===== src/rtl/seq_detect_fsm.sv =====
// Parametrised Mealy sequence detector with runtime-loadable pattern, KMP-style
// fallback, selectable overlapping/non-overlapping detection and a saturating match counter.
module seq_detect_fsm #(
    parameter int SYM_W = 2,
    parameter int LEN   = 4,
    parameter int CNT_W = 8
) (
    input  logic                     clk,
    input  logic                     rst_n,
    input  logic                     en,
    input  logic [SYM_W-1:0]         in_sym,
    input  logic                     overlap,
    input  logic                     cfg_load,
    input  logic [LEN*SYM_W-1:0]     cfg_pattern,
    input  logic                     cnt_clr,
    output logic                     match,
    output logic [$clog2(LEN)-1:0]   state,
    output logic [CNT_W-1:0]         match_cnt
);

    localparam int SW = $clog2(LEN);
    localparam int NW = $clog2(LEN + 1);

    logic [SYM_W-1:0] pat [LEN];
    logic [SW-1:0]    s;
    logic [NW-1:0]    ext_tab [LEN];
    logic [NW-1:0]    border;
    logic [NW-1:0]    n;
    logic             ok;

    // ext(k, x) for every possible state k, built from the stored pattern only;
    // ascending j means the last hit is the longest extendable prefix.
    always_comb begin
        ok     = 1'b0;
        border = '0;
        for (int k = 0; k < LEN; k++) begin
            ext_tab[k] = '0;
            for (int j = 1; j <= k + 1; j++) begin
                ok = (pat[j-1] == in_sym);
                for (int i = 0; i < j - 1; i++) begin
                    if (pat[i] != pat[k-j+1+i]) ok = 1'b0;
                end
                if (ok) ext_tab[k] = NW'(j);
            end
        end
        for (int b = 1; b < LEN; b++) begin
            ok = 1'b1;
            for (int i = 0; i < b; i++) begin
                if (pat[i] != pat[LEN-b+i]) ok = 1'b0;
            end
            if (ok) border = NW'(b);
        end
    end

    always_comb begin
        n     = ext_tab[s];
        match = rst_n && en && !cfg_load && (n == NW'(LEN));
    end

    always_ff @(posedge clk or negedge rst_n) begin
        if (!rst_n) begin
            for (int i = 0; i < LEN; i++) pat[i] <= '0;
            s         <= '0;
            match_cnt <= '0;
        end else begin
            if (cfg_load) begin
                for (int i = 0; i < LEN; i++) pat[i] <= cfg_pattern[i*SYM_W +: SYM_W];
                s <= '0;
            end else if (en) begin
                if (match) s <= overlap ? border[SW-1:0] : '0;
                else       s <= n[SW-1:0];
            end
            // Clear wins over the old value but still counts a match in the same cycle.
            if (cnt_clr)                   match_cnt <= match ? CNT_W'(1) : '0;
            else if (match && !(&match_cnt)) match_cnt <= match_cnt + CNT_W'(1);
        end
    end

    assign state = s;

endmodule


===== config.mk =====
export PLATFORM = sky130hd
export DESIGN_NAME = seq_detect_fsm
export DESIGN_NICKNAME = d
export VERILOG_FILES = /design/src/rtl/seq_detect_fsm.sv
export SDC_FILE = /design/constraint.sdc
export NUM_CORES = 1
export LEC_CHECK = 0
export BUFFER_PORTS_ARGS = -buffer_cell sky130_fd_sc_hd__buf_4
export CORE_UTILIZATION = 30
export CTS_CLUSTER_SIZE = 28
export DETAILED_ROUTE_END_ITERATION = 16
export GPL_TIMING_DRIVEN = 0
export PLACE_DENSITY = 0.55
export SLEW_MARGIN = 5
export SYNTH_ARGS = -nofsm -noshare
export SYNTH_HDL_FRONTEND = slang
export SYNTH_SLANG_ARGS = --single-unit
export TNS_END_PERCENT = 10

===== constraint.sdc =====
create_clock -name clk -period 5.92 [get_ports clk]
set_input_delay 1.776 -clock clk [delete_from_list [all_inputs] [get_ports clk]]
set_output_delay 1.776 -clock clk [all_outputs]
set_load 0.005 [all_outputs]

==> reports/results.tsv <==
stage	metric	value	unit
outcome	status	complete, no violations	
placement	preCtsSetupSlack	1.166	ns
cts	cts_buffer_depth	2	
cts	cts.sinks	18	
placement	place_congestion	0.8515	
timing	rsz0062_at_grt	false	
cts	cts_tree	built	
detailed_routing	num_vias	886	
die	die-area	0.003899	sq mm
worst_setup_path	cp-end-kind	primary output	
worst_setup_path	r2r-start	pat[1]	
cts	ctsResizeCount	0	
hold_path	hp-start	match_cnt[6]	
cts	post-cts-setup-buffers	0	
power_and_ir_drop	irDropWorstVdd	0.00007841	V
worst_setup_path	cp-start-kind	input pin	
placement	dp_hpwl	1764	um
synthesis	syn-num-nets	127	
worst_setup_path	crit_path_start	rst_n	
synthesis	syn_area	0.001096	sq mm
cts	clock_latency	0.29	ns
power_and_ir_drop	p_leak	0.5772	nW
die	dieWidth	62.45	um
synthesis	synth_ff_type	dfrtp_1	
global_route	antenna_found_initial	0	
cells_and_area	drive_above_1_share	29.41	%
die	pin_count	27	
cells_and_area	flow.area_growth_from_synthesis	23.06	%
synthesis	syn_inst	110	
global_route	track_usage	13.16	%
worst_setup_path	critPathKind	in2out	
hold_path	hold_path.class	reg2reg	
detailed_routing	drt-pass1-iter-count	4	
placement	portBuffers	23	
cts	path_clk_slew	0.11	ns
cells_and_area	layout_common_cells	23 x buf_4, 18 x dfrtp_1, 11 x nand2_1, 9 x xor2_1	
cells_and_area	final_common_cell	buf_4	
global_route	grt_pass1_wl	4091	um
timing	fin_skew	0.004315	ns
cts	cts-root-buf	clkbuf_4	
detailed_routing	drt_iter0_drc	37	
synthesis	async_flop_share	100.0	%
run	drv_cap	0	
power_and_ir_drop	pwr_density_cell	183.5	mW/mm^2
detailed_routing	drc_errors	0	
detailed_routing	viasPerCell	4.868	
timing	final.period_utilization	79.73	%
cts	hold_buffers	0	
die	rows	21	
die	core_area	0.003416	sq mm
die	die_y	62.45	um
cells_and_area	num-nets-final	155	
global_route	grt_overflow	0	
synthesis	synth_area_per_cell	9.964	sq um
synthesis	synth_edf_count	0	
die	initial_core_util	32.09	%
timing	finalCriticalPeriod	4.720	ns
detailed_routing	wl_per_cell	12.81	um
synthesis	yosysWarnings	0	
timing	maxSlewViolCount	0	
timing	setup_ws	1.200	ns
cells_and_area	finish.utilization	39.49	%
timing	hold_viol	0	
cts	h-tree-depth	1	
worst_setup_path	path_max_fanout	19	
timing	setup-violations-final	0	
power_and_ir_drop	p_total	0.0002475	W
detailed_routing	drt-total-wl	2332	um
timing	worstMarginPinSlew	0.5267	ns
synthesis	yosysUniqueCellTypes	37	
worst_setup_path	cp.required	4.14	ns
timing	fin_setup_tns	0	ns
synthesis	synth-seq-cells	18	
worst_setup_path	crit_arrival	2.94	ns
cells_and_area	diodes	0	
cts	cts_buffers	3	
detailed_routing	antenna_left	0	
global_route	grt_pass1_vias	863	
timing	fin_hold_ws	0.5762	ns
timing	fmax	211.9	MHz
global_route	grt_max_degree	20	
synthesis	ys_seq_area_share	41.10	%
timing	slew_headroom	64.88	%
==> layer usage <==
metal	wire (um)	up-vias	track usage [%]
li1	-	450	-
met1	1184	413	18.53
met2	1048	21	20.11
met3	72	2	1.460
met4	27	0	6.105
met5	0	-	0
==> stage by stage <==
stage | cell area [sq um] | std cells
after global routing | 1349 | 182
after detailed placement | 1326 | 179
after CTS | 1349 | 182
after global placement | 1326 | 179
after floorplan | 1096 | 110
final | 1349 | 182
==> critical path, cell delays in order <==
cell     delay (ns)
buf_4          0.24
nand2_1        0.09
or4_4          0.59
inv_2          0.12
buf_4          0.12
==> Yosys cell counts (2+ instances only) <==
cell / number / area, sq um
nor3_1: 2 / 10.01
nand3_1: 2 / 10.01
nand2_1: 11 / 41.29
o211ai_1: 2 / 15.01
and3_1: 4 / 25.02
nor2_1: 5 / 18.77
xnor2_1: 8 / 70.07
nand3b_1: 2 / 15.01
dfrtp_1: 18 / 450.4
mux2_2: 8 / 90.09
clkbuf_1: 3 / 11.26
xor2_1: 9 / 78.83
a21oi_1: 6 / 30.03
o21ai_0: 5 / 25.02
or3_1: 3 / 18.77
==> registers in the layout, indices dropped and copies added (netlist names) <==
signal and cells:
match_cnt 8, pat 8, state 2
==> power by group <==
group          switching (W)  internal [W]  leakage (nW)
clock network      0.0000381     0.0000236        0.0138
logic              0.0000245     0.0000250         0.330
registers         0.00000732      0.000129         0.233
total              0.0000699      0.000178         0.577
==> worst paths after layout <==
check                          endpoint  slack, ns  depth (start not counted)
max reg2reg                match_cnt[4]       3.88                          5
max in group asynchronous        pat[0]       4.38                          1
min                        match_cnt[6]       0.58                          2
min reg2reg                match_cnt[6]       0.58                          2
min in group asynchronous  match_cnt[0]       1.34                          1
max                               match       1.20                          5
==> final cells by class <==
type | instances | area [sq um]
Fill cell | 361 | 2067
Multi-Input combinational cell | 84 | 606.8
Tap cell | 46 | 57.56
Sequential cell | 18 | 450.4
Clock buffer | 3 | 22.52
Buffer | 6 | 31.28
Inverter | 2 | 7.507
Timing Repair Buffer | 23 | 172.7
==> cell families after synthesis <==
| logic type | after synthesis | synth area share [%] |
|---|---|---|
| simple gates | 36 | 17.58 |
| xor+xnor | 17 | 13.59 |
| flops | 18 | 41.10 |
| compound gates | 21 | 13.93 |
| buf+inv | 8 | 3.537 |
| fa+ha+maj | 1 | 1.141 |
| mux | 9 | 9.133 |
Power figures use the tool's default switching activity.
